--- src/rtl/writeback_unit.sv ---
// Execute-to-writeback stage: commits ALU results into a 16-entry register file
// and the CNZV flag register, forwards operands/flags, and flushes after PC writes.
module writeback_unit #(
  parameter int WORD_WIDTH  = 32,
  parameter int REG_ADDR_W  = 4,
  parameter int FLUSH_DEPTH = 2
) (
  input  logic                  in_Clk,
  input  logic                  in_Reset,
  input  logic                  in_Valid,
  input  logic [WORD_WIDTH-1:0] in_Y,
  input  logic [3:0]            in_CNZV,
  input  logic                  in_Writeback,
  input  logic                  in_Set_cond,
  input  logic [REG_ADDR_W-1:0] in_Rd,
  input  logic [REG_ADDR_W-1:0] in_Rn_addr,
  input  logic [REG_ADDR_W-1:0] in_Rm_addr,
  output logic [WORD_WIDTH-1:0] out_Rn_data,
  output logic [WORD_WIDTH-1:0] out_Rm_data,
  output logic [3:0]            out_CNZV,
  output logic                  out_Branch,
  output logic [WORD_WIDTH-1:0] out_Branch_target,
  output logic                  out_Flushing,
  output logic [31:0]           out_Retired
);

  localparam int NumRegs = 1 << REG_ADDR_W;
  localparam int CntW    = $clog2(FLUSH_DEPTH + 1);
  localparam logic [REG_ADDR_W-1:0] PcAddr = '1;

  typedef enum logic {
    RUN,
    FLUSH
  } state_t;

  state_t                r_state;
  logic [CntW-1:0]       r_flushCnt;
  logic [WORD_WIDTH-1:0] r_regs [NumRegs];
  logic [3:0]            r_flags;
  logic                  r_branch;
  logic [WORD_WIDTH-1:0] r_branchTarget;
  logic [31:0]           r_retired;

  logic w_commit;
  logic w_regWrite;
  logic w_flagWrite;
  logic w_pcWrite;

  // Results arriving while flushing are dropped entirely, so every side effect keys off w_commit.
  assign w_commit    = in_Valid && (r_state == RUN);
  assign w_regWrite  = w_commit && in_Writeback;
  assign w_flagWrite = w_commit && in_Set_cond;
  assign w_pcWrite   = w_regWrite && (in_Rd == PcAddr);

  assign out_Rn_data = (w_regWrite && (in_Rn_addr == in_Rd)) ? in_Y : r_regs[in_Rn_addr];
  assign out_Rm_data = (w_regWrite && (in_Rm_addr == in_Rd)) ? in_Y : r_regs[in_Rm_addr];
  assign out_CNZV    = w_flagWrite ? in_CNZV : r_flags;

  assign out_Branch        = r_branch;
  assign out_Branch_target = r_branchTarget;
  assign out_Flushing      = (r_state == FLUSH);
  assign out_Retired       = r_retired;

  always_ff @(posedge in_Clk) begin
    if (in_Reset) begin
      for (int i = 0; i < NumRegs; i++) begin
        r_regs[i] <= '0;
      end
      r_flags        <= '0;
      r_branch       <= 1'b0;
      r_branchTarget <= '0;
      r_retired      <= '0;
      r_state        <= RUN;
      r_flushCnt     <= '0;
    end else begin
      r_branch <= w_pcWrite;
      if (w_regWrite) begin
        r_regs[in_Rd] <= in_Y;
      end
      if (w_flagWrite) begin
        r_flags <= in_CNZV;
      end
      if (w_commit) begin
        r_retired <= r_retired + 32'd1;
      end
      if (w_pcWrite) begin
        r_branchTarget <= in_Y;
      end

      case (r_state)
        RUN: begin
          if (w_pcWrite) begin
            r_state    <= FLUSH;
            r_flushCnt <= CntW'(FLUSH_DEPTH);
          end
        end
        FLUSH: begin
          // Leaving on the edge that discards the last result lets the next one commit.
          if (r_flushCnt <= CntW'(1)) begin
            if (in_Valid || (r_flushCnt == '0)) begin
              r_state    <= RUN;
              r_flushCnt <= '0;
            end
          end else if (in_Valid) begin
            r_flushCnt <= r_flushCnt - CntW'(1);
          end
        end
        default: begin
          r_state    <= RUN;
          r_flushCnt <= '0;
        end
      endcase
    end
  end

endmodule

--- config.mk ---
export PLATFORM = sky130hd
export DESIGN_NAME = writeback_unit
export DESIGN_NICKNAME = d
export VERILOG_FILES = /design/src/rtl/writeback_unit.sv
export SDC_FILE = /design/constraint.sdc
export NUM_CORES = 1
export LEC_CHECK = 0
export BUFFER_PORTS_ARGS = -buffer_cell sky130_fd_sc_hd__buf_2
export CORE_UTILIZATION = 45
export CTS_CLUSTER_DIAMETER = 50
export DETAILED_ROUTE_END_ITERATION = 12
export PLACE_DENSITY = 0.65
export SYNTH_ARGS = -nofsm -noshare
export SYNTH_HDL_FRONTEND = slang
export SYNTH_SLANG_ARGS = --single-unit
--- constraint.sdc ---
create_clock -name in_Clk -period 4.6 [get_ports in_Clk]
set_input_delay 0.46 -clock in_Clk [delete_from_list [all_inputs] [get_ports in_Clk]]
set_output_delay 0.46 -clock in_Clk [all_outputs]
set_load 0.005 [all_outputs]
==> run_results.csv <==
group,metric,value,unit
yosys,synthesis.area,30300,um2
yosys,synth_area_per_cell,14.3,um2
layout,drive_gt1_share,31.8,%
layout,design_area,34700,um2
routing,drt_pre_antenna_iters,7,
place,dp_hpwl,54000,um
timing,tns,0,ns
clocking,path_clk_slew,0.06,ns
routing,vias_per_cell,6.21,
layout,ff_latch_area,16800,um2
min_path,worstHoldEndpoint,"r_flags[1]$_SDFF_PP0_",
global_route,grt_start_max_net_pins,69,
global_route,track_usage,27.0,%
clocking,numCtsBuffers,78,
layout,n_fill_cell,5449,
timing,slew_violations,0,
floorplan,die_y,261,um
routing,postRouteAntennaNets,0,
global_route,antenna_found_initial,3,
clocking,cts_resized,0,
setup_path,cp-start-kind,"register",
clocking,cts.htree.levels,3,
setup_path,reg2reg_from,"out_Flushing$_SDFF_PP0_",
setup_path,reg2reg_to,"r_regs[15][16]$_SDFFCE_PN0P_",
layout,multi_input_area,12800,um2
timing,setup_viol,0,
global_route,grt_pass1_vias,20136,
yosys,ys_seq_elements,584,
timing,clock_skew,0.0187,ns
clocking,cts_num_sinks,584,
job,drv_cap,0,
setup_path,r2r_slack,1.32,ns
power_and_ir_drop,cellLeakagePower,12.3,nW
yosys,yosysSeqAreaShare,55.5,%
setup_path,worstPathRequired,4.14,ns
clocking,hold_buffers,0,
layout,final_common_cell,"and2_1",
floorplan,core_area,66200,um2
layout,area_growth,14.7,%
routing,via_count,19681,
yosys,synth_ff_type,"edfxtp_1",
floorplan,die_area,68400,um2
routing,post_drt_wl_per_cell,28.8,um
min_path,worstHoldStart,"in_CNZV[1]",
timing,layout_min_cycle_time,3.45,ns
routing,drt_first_iter_violations,2149,
setup_path,slowest_delay,0.72,ns
clocking,cts_tree,"yes",
place,portBuffers,186,
setup_path,criticalPathCategory,"reg -> out",
global_route,grt_pass1_wl,133000,um
timing,rsz0062_at_grt,"no",
floorplan,ios,187,
floorplan,rows,94,
status,status,"complete, no violations",
timing,fin_crit_sh,75.1,%
yosys,ys_warn_count,0,
yosys,synth_edf_count,512,
setup_path,worstSetupEndpointType,"primary output",
clocking,cts_setup_buffers,0,
place,gp_congestion,0.808,
power_and_ir_drop,peakVddDrop,0.252,mV
floorplan,fp.dieW,261,um
timing,worstMarginPinSlew,1.25,ns
clocking,clock_latency,0.61,ns
setup_path,r2r_cells,3,
routing,route.detailed.drc,0,
setup_path,path_cells,"nand3b_1 > nor2_4 > buf_12 > mux2_2 > buf_2",
yosys,synth_nets,2176,
yosys,post_synth_inst_count,2122,
yosys,synth.distinct_cells,38,
setup_path,crit_arrival,2.99,ns
layout,nets,2296,
setup_path,critPathMaxFanout,18,
routing,drt_wl_total,91400,um
clocking,root_buffer,"clkbuf_16",
timing,final_hold_viol_count,0,
min_path,hp-class,"in -> reg",
yosys,synthArstFlopShare,0,%
min_path,whs_path_depth,3,
setup_path,cpMaxStageDelayCell,"nor2_4",
clocking,cts_buffer_depth,3,
layout,final_cell_mix,"and2_1, edfxtp_1, mux4_2",
floorplan,initial_utilization,45.8,%
timing,max_freq,290,MHz
timing,max-slew-margin-rel,16.6,%
place,dpl_cell_area,32200,um2
global_route,grt_remaining_overflow,0,
power_and_ir_drop,powerDensity,388,nW/um2
kinds of logic after synthesis:
kind of cell               share of synthesized area, %
muxes                                              22.0
xor gates and xnor gates                          0.491
and+or+nand+nor                                    15.0
buffers and inverters                              2.68
adders and majority gates                        0.0413
AOI/OAI and AO/OA                                  4.25
DFF                                                55.5
state kept, by name, summed over array words and instances (netlist names):
register,cells
out_Flushing,1
out_Branch_target,32
out_Branch,1
out_Retired,32
r_flags,4
r_regs,512
r_flushCnt,2
power by group:
group / internal [mW] / switching [mW]
Combinational: 0.628 / 0.745
Sequential: 6.02 / 0.133
Clock: 3.56 / 2.38
cells in the mapped netlist, drive strengths merged, types with 3 or more instances:
cell    number  share of area (%)
mux2        76                2.8
inv          4              0.050
edfxtp     512                 51
dfxtp       72                4.8
xnor2       11               0.32
clkbuf     147                1.8
nor2b       18               0.37
xor2         6               0.17
nand3       15               0.25
buf         51               0.81
o21ai        9               0.15
nand2b       3              0.062
nor3         5              0.099
and2       517                 11
a21oi       50               0.83
nand4       10               0.21
nor2        33               0.42
nor4         8               0.17
and4         4               0.12
or4          9               0.24
or2         15               0.31
a22oi      124                3.1
mux4       258                 19
o31ai        8               0.20
or3          8               0.17
nand2      140                1.7
nand3b       3              0.074
worst max-delay path, delay by kind of cell, from the launching register on:
family / cells / cell delay, ns
simple gates: 2 / 1.14
flops: 1 / 0.39
buf+inv: 2 / 0.43
mux: 1 / 0.40
layout make-up:
type                    instances  area share, %
flip-flops and latches        584           48.4
multi-input cells            1336           37.0
clock buffers                  99           5.97
repair buffers                238           4.22
well taps                     864           3.11
clock inverters                41           1.26
inverters                       4         0.0432
diodes                          1        0.00720
metrics by stage:
step | total power [mW] | util, % | hold WS (ns) | std cells | setup slack [ns]
floorplan | 7.08 | - | 0.450 | 2122 | 2.07
global placement | 7.59 | 48.7 | 0.439 | 3026 | 1.19
detailed placement | 7.63 | 48.7 | 0.447 | 3026 | 1.15
CTS | 13.5 | 52.5 | 0.194 | 3166 | 1.08
global route | 13.8 | 52.5 | 0.233 | 3166 | 1.06
finish | 13.5 | 52.5 | 0.224 | 3167 | 1.15
how the worst max path moves through the flow:
stage          cells after the start  slack (ns)                      endpoint               startpoint
2_1_floorplan                      4        2.07   r_regs[15][0]$_SDFFCE_PN0P_                 in_Reset
3_3_place_gp                       4        1.19  r_regs[15][23]$_SDFFCE_PN0P_                 in_Valid
3_5_place_dp                       4        1.15   r_regs[15][1]$_SDFFCE_PN0P_                 in_Valid
4_1_cts                            5        1.08                out_Rn_data[5]  out_Flushing$_SDFF_PP0_
5_1_grt                            5        1.06                out_Rn_data[5]  out_Flushing$_SDFF_PP0_
6_report                           5        1.15                out_Rn_data[5]  out_Flushing$_SDFF_PP0_
routing by layer:
metal / GRT usage [%] / routed length (um) / vias up
met4: 11.2 / 3330 / 0
met2: 43.7 / 44300 / 1005
met3: 5.03 / 7560 / 178
li1: - / - / 8321
met5: 0 / 0 / -
met1: 36.0 / 36200 / 10177
Note: power is estimated with default switching activity, not from simulation.
